<file path="src/rtl/fifo_burst_drain_pkg.sv">
// fifo_burst_drain_pkg
//   Shared definitions for the burst drain stage: FSM state encoding and the
//   width helper used to size the burst-length fields.
package fifo_burst_drain_pkg;

    typedef enum logic {
        IDLE   = 1'b0,
        STREAM = 1'b1
    } drain_state_t;

    // Bits needed to hold a word count in 0..burst_len.
    function automatic int len_width(input int burst_len);
        return $clog2(burst_len + 1);
    endfunction

endpackage

</file>
<file path="src/rtl/burst_timeout_timer.sv">
// burst_timeout_timer
//   Idle timer for the burst drain stage. Counts cycles in which a partial
//   burst sits waiting, saturating at TIMEOUT-1.
// Ports:
//   clk     - clock
//   rst     - synchronous active-high reset
//   clear   - forces the count back to zero (wins over counting)
//   enable  - counting permitted (drain FSM idle)
//   count   - a count request this cycle (FIFO holds data)
//   expired - count has reached TIMEOUT-1; constant 0 when TIMEOUT == 0
module burst_timeout_timer #(
    parameter int TIMEOUT = 64
) (
    input  logic clk,
    input  logic rst,
    input  logic clear,
    input  logic enable,
    input  logic count,
    output logic expired
);

    localparam int CW = (TIMEOUT > 1) ? $clog2(TIMEOUT) : 1;
    localparam logic [CW-1:0] LAST = CW'((TIMEOUT > 0) ? TIMEOUT - 1 : 0);

    logic [CW-1:0] cnt;

    always_ff @(posedge clk) begin
        if (rst || clear) begin
            cnt <= '0;
        end else if (enable && count && (cnt != LAST)) begin
            cnt <= cnt + 1'b1;
        end
    end

    assign expired = (TIMEOUT != 0) && (cnt == LAST);

endmodule

</file>
<file path="src/rtl/fifo_burst_drain.sv">
// fifo_burst_drain
//   Read-side drain for a fall-through sync FIFO. Pops words and forwards them
//   on a valid/ready stream as bursts of at most BURST_LEN words, with a last
//   marker and a length field. A burst starts when a full burst is buffered,
//   when the idle timer expires on a partial burst, or on flush_i.
// Ports:
//   clk, rst         - clock, synchronous active-high reset
//   fifo_data_i      - FIFO head word (fall-through)
//   fifo_empty_i     - FIFO empty
//   fifo_counter_i   - FIFO occupancy
//   fifo_rd_valid_o  - pop strobe to the FIFO
//   flush_i          - level request to emit whatever is buffered
//   m_data_o         - output word (registered)
//   m_valid_o        - output valid
//   m_ready_i        - downstream ready
//   m_last_o         - final beat of a burst
//   m_len_o          - burst length minus one, stable across the burst
//   busy_o           - high while a burst is in progress
module fifo_burst_drain
    import fifo_burst_drain_pkg::*;
#(
    parameter int DATA_WIDTH = 32,
    parameter int FIFO_DEPTH = 32,
    parameter int BURST_LEN  = 8,
    parameter int TIMEOUT    = 64,
    parameter int ADDR_WIDTH = $clog2(FIFO_DEPTH),
    parameter int LEN_W      = len_width(BURST_LEN)
) (
    input  logic                  clk,
    input  logic                  rst,
    input  logic [DATA_WIDTH-1:0] fifo_data_i,
    input  logic                  fifo_empty_i,
    input  logic [ADDR_WIDTH:0]   fifo_counter_i,
    output logic                  fifo_rd_valid_o,
    input  logic                  flush_i,
    output logic [DATA_WIDTH-1:0] m_data_o,
    output logic                  m_valid_o,
    input  logic                  m_ready_i,
    output logic                  m_last_o,
    output logic [LEN_W-1:0]      m_len_o,
    output logic                  busy_o
);

    localparam logic [31:0]      BURST_LEN_U = 32'(BURST_LEN);
    localparam logic [LEN_W-1:0] ONE         = LEN_W'(1);

    drain_state_t     state;
    logic [LEN_W-1:0] pop_left;   // words still to pop in this burst
    logic [LEN_W-1:0] beat_left;  // beats still to be accepted downstream
    logic [LEN_W-1:0] start_len;
    logic             has_data;
    logic             full_avail;
    logic             expired;
    logic             start;
    logic             pop;
    logic             accept;

    assign has_data   = (fifo_counter_i != '0);
    assign full_avail = (32'(fifo_counter_i) >= BURST_LEN_U);
    assign start      = (state == IDLE) && (full_avail || (has_data && (flush_i || expired)));

    // When not full_avail the occupancy is below BURST_LEN, so it fits LEN_W.
    assign start_len  = full_avail ? LEN_W'(BURST_LEN) : LEN_W'(fifo_counter_i);

    // Pop only when the output register is free or being drained this cycle.
    assign pop    = (state == STREAM) && (pop_left != '0) && !fifo_empty_i &&
                    (!m_valid_o || m_ready_i);
    assign accept = m_valid_o && m_ready_i;

    assign fifo_rd_valid_o = pop;
    assign busy_o          = (state == STREAM);

    burst_timeout_timer #(
        .TIMEOUT (TIMEOUT)
    ) u_timer (
        .clk     (clk),
        .rst     (rst),
        .clear   ((state == STREAM) || !has_data || start),
        .enable  (state == IDLE),
        .count   (has_data),
        .expired (expired)
    );

    always_ff @(posedge clk) begin
        if (rst) begin
            state     <= IDLE;
            pop_left  <= '0;
            beat_left <= '0;
            m_data_o  <= '0;
            m_valid_o <= 1'b0;
            m_last_o  <= 1'b0;
            m_len_o   <= '0;
        end else begin
            case (state)
                IDLE: begin
                    if (start) begin
                        pop_left  <= start_len;
                        beat_left <= start_len;
                        m_len_o   <= start_len - ONE;
                        state     <= STREAM;
                    end
                end
                STREAM: begin
                    if (pop) begin
                        m_data_o  <= fifo_data_i;
                        m_valid_o <= 1'b1;
                        m_last_o  <= (pop_left == ONE);
                        pop_left  <= pop_left - ONE;
                    end else if (accept) begin
                        m_valid_o <= 1'b0;
                        m_last_o  <= 1'b0;
                    end
                    if (accept) begin
                        beat_left <= beat_left - ONE;
                        if (beat_left == ONE) begin
                            state <= IDLE;
                        end
                    end
                end
                default: state <= IDLE;
            endcase
        end
    end

endmodule

</file>
<file path="config.mk">
export PLATFORM = sky130hd
export DESIGN_NAME = fifo_burst_drain
export DESIGN_NICKNAME = d
export VERILOG_FILES = /design/src/rtl/fifo_burst_drain_pkg.sv /design/src/rtl/burst_timeout_timer.sv /design/src/rtl/fifo_burst_drain.sv
export SDC_FILE = /design/constraint.sdc
export NUM_CORES = 1
export LEC_CHECK = 0
export CAP_MARGIN = 20
export CORE_MARGIN = 5
export CORE_UTILIZATION = 25
export CTS_CLUSTER_DIAMETER = 100
export CTS_CLUSTER_SIZE = 16
export DETAILED_ROUTE_END_ITERATION = 8
export PLACE_DENSITY_LB_ADDON = 0.2
export REMOVE_ABC_BUFFERS = 1
export SYNTH_ARGS = -nofsm -noshare
export SYNTH_HDL_FRONTEND = slang
export SYNTH_SLANG_ARGS = --single-unit
</file>
<file path="constraint.sdc">
create_clock -name clk -period 4.21 [get_ports clk]
set_input_delay 0.842 -clock clk [delete_from_list [all_inputs] [get_ports clk]]
set_output_delay 0.842 -clock clk [all_outputs]
set_load 0.02 [all_outputs]
</file>
==> reports/qor.yml <==
track_usage: 0.1133
slowest_stage: "clkdlybuf4s50_1"
worstSkewPairLatency_ps: 300
die_x_um: 106.5
status: "finished, final reports clean"
grt_max_degree: 39
portBuffers: 82
path_buf_inv: 3
regToRegStartpoint: "busy_o"
synth.distinct_cells: 49
fmax_mhz: 307.6
drive_gt1_frac: 0.05571
fin_nets: 408
ys_seq_area_frac: 0.4559
rows: 35
antenna_cells: 0
path_cells: "clkdlybuf4s50_1 -> nand2b_1 -> nand3_1 -> inv_2 -> clkdlybuf4s50_1"
cp_slowest_stage_delay_ps: 600
end_kind: "output port"
cp-start-kind: "input pin"
min_period_ps: 3251
num_vias: 2202
grt_antenna_before_repair: 0
synthXorXnorAreaFrac: 0.01129
cts_buffers: 5
hold_start: "m_data_o[1]"
hold_ws_ps: 455.9
drc: 0
tightest_slew_ps: 747.3
finClkSkew_ps: 8.060
postCtsSetupRepairBufs: 0
synth_compound_area_frac: 0.2054
cp_max_fo: 6
wl_per_cell_um: 14.01
hold_end: "m_data_o[1]"
cts_tree: "built"
cts_max_level: 2
coreArea_mm2: 0.009153
min_period_over_period: 0.7721
synth-simple-area-share: 0.2435
final_cells: 470
final.setup.tns_ps: 0
cts_sinks: 53
synthMuxAreaShare: 0.004301
dieArea_mm2: 0.01134
slew-limit-headroom: 0.5002
reg2reg_slack_ps: 2160
p_leak_nw: 1.136
path_delay_family: "buffers and inverters"
reg2reg_depth: 6
cts_resized: 0
setup_ws_ps: 959.4
ys_ff_latch: 53
syn-instance-count: 282
synth_top_family_by_area: "simple AND/OR/NAND/NOR gates"
area_growth_pct: 43.55
first_global_vias: 2106
routabilityCongestion: 0.7753
cts_max_path_buffers: 2
async_reset_ff_frac: 0
drtIter0Drc: 86
cp_data_required_time_ps: 3370
syn-cell-area_mm2: 0.002327
rsz0062_at_grt: "false"
arrival_ps: 2410
cp_common_cell: "clkdlybuf4s50_1"
grt_pass1_wl_mm: 10.49
clk_pin_slew_ps: 90
min_path_type: "flip-flop to flip-flop"
ctsHoldBuffers: 0
crit_type: "input pin to output port"
min_path_cells: 2
power_density_mw_per_mm2: 319.6
avgSynthCellArea_um2: 8.253
via_per_inst: 4.685
hold_violations: 0
yosys.area_share.adder: 0.03226
vdd_drop_max_v: 0.0001350
slew_violations: 0
grt-ovfl-total: 0
synth_edf_count: 0
start_util: 0.2543
io_pins: 83
rr_endpoint: "pop_left[1]"
dp_cells: 463
ys_warn_count: 0
synth_ff_type: "dfxtp_1"
place_ws_ps: 937.2
cap_violations: 0
setup_viol: 0
die_y_um: 106.5
root_buffer: "clkbuf_8"
hpwl_mm: 4.597
ant_nets: 0
wl_mm: 6.583
first_pass_iters: 4
## layout make-up
type	instances	area, µm²
flip-flops and latches	53	1061
inverters	10	37.54
clock buffers	5	68.82
well taps	111	138.9
multi-input cells	204	1156
clock inverters	2	35.03
fillers	942	5812
repair buffers	85	843.3
## worst max-delay path by stage
stage | start | to | slack (ps) | depth (start not counted)
after global routing | m_ready_i | fifo_rd_valid_o | 870 | 5
after CTS | m_ready_i | fifo_rd_valid_o | 940 | 5
final | m_ready_i | fifo_rd_valid_o | 960 | 5
after floorplan | fifo_empty_i | fifo_rd_valid_o | 960 | 3
after global placement | m_ready_i | fifo_rd_valid_o | 950 | 5
after detailed placement | m_ready_i | fifo_rd_valid_o | 940 | 5
## flip-flops by register name, summed over array words and instances (netlist names)
register,cells
beat_left,4
busy_o,1
m_data_o,32
m_last_o,1
m_len_o,4
m_valid_o,1
pop_left,4
u_timer.cnt,6
## where the power goes
part           total [mW]  switching [mW]  internal (mW)
registers           0.540          0.0169          0.523
clock network       0.337           0.164          0.173
logic               0.191          0.0961         0.0948
total                1.07           0.277          0.791
## cell usage after synthesis, types with 2 or more instances
cell | instances | share of area
nand2_1 | 73 | 0.12
dfxtp_1 | 53 | 0.46
a21oi_1 | 48 | 0.10
nand3_1 | 10 | 0.022
inv_1 | 9 | 0.015
clkbuf_1 | 6 | 0.0097
ha_1 | 6 | 0.032
nor2_1 | 6 | 0.0097
or4_1 | 6 | 0.019
o211ai_1 | 5 | 0.016
buf_2 | 4 | 0.0086
o31ai_1 | 4 | 0.013
and3_1 | 3 | 0.0081
buf_1 | 3 | 0.0048
o2111ai_1 | 3 | 0.011
o21ai_0 | 3 | 0.0064
a211oi_1 | 2 | 0.0064
nor2b_1 | 2 | 0.0054
nor3_1 | 2 | 0.0043
nor3_2 | 2 | 0.0086
o31a_1 | 2 | 0.0075
or3_1 | 2 | 0.0054
xor2_1 | 2 | 0.0075
## stage by stage
| step | instance area (µm²) | util | power, mW |
|---|---|---|---|
| finish | 3341 | 0.3650 | 1.068 |
| global route | 3341 | 0.3650 | 1.124 |
| CTS | 3341 | 0.3650 | 1.090 |
| detailed placement | 3237 | 0.3537 | 0.7430 |
| global placement | 3237 | 0.3537 | 0.7425 |
| floorplan | 2255 | - | 0.6345 |
## worst min-delay path, cell delays in order, from the launching register on
cell and delay, ps:
dfxtp_1 320, nand2_1 50, a21oi_1 50
## cell usage in the layout (no fill, tap or decap), types with 2 or more instances in the layout
cell type	n
a211oi_1	2
a21oi_1	48
and3_1	3
buf_4	3
clkbuf_8	5
clkdlybuf4s50_1	82
dfxtp_1	53
ha_1	6
inv_1	9
nand2_1	73
nand3_1	10
nor2_1	6
nor2b_1	2
nor3_1	2
nor3_2	2
o2111ai_1	3
o211ai_1	5
o21ai_0	3
o31a_1	2
o31ai_1	4
or3_1	2
or4_1	6
xor2_1	2
## layer usage
| metal | track usage | up-vias | part of all wire |
|---|---|---|---|
| met5 | 0 | - | 0 |
| met1 | 0.1670 | 988 | 0.54 |
| met4 | 0.02374 | 0 | 0.0070 |
| met2 | 0.1656 | 70 | 0.40 |
| li1 | - | 1139 | - |
| met3 | 0.02975 | 5 | 0.057 |
## cell families (layout without fill, tap and decap cells)
group                      after synthesis  after routing
xor gates and xnor gates                 3              3
buffers and inverters                   25            102
AOI/OAI and AO/OA                       76             76
muxes                                    1              1
adders and majority gates                6              6
DFF                                     53             53
and+or+nand+nor                        118            118
(Power assumes the default switching activity.)
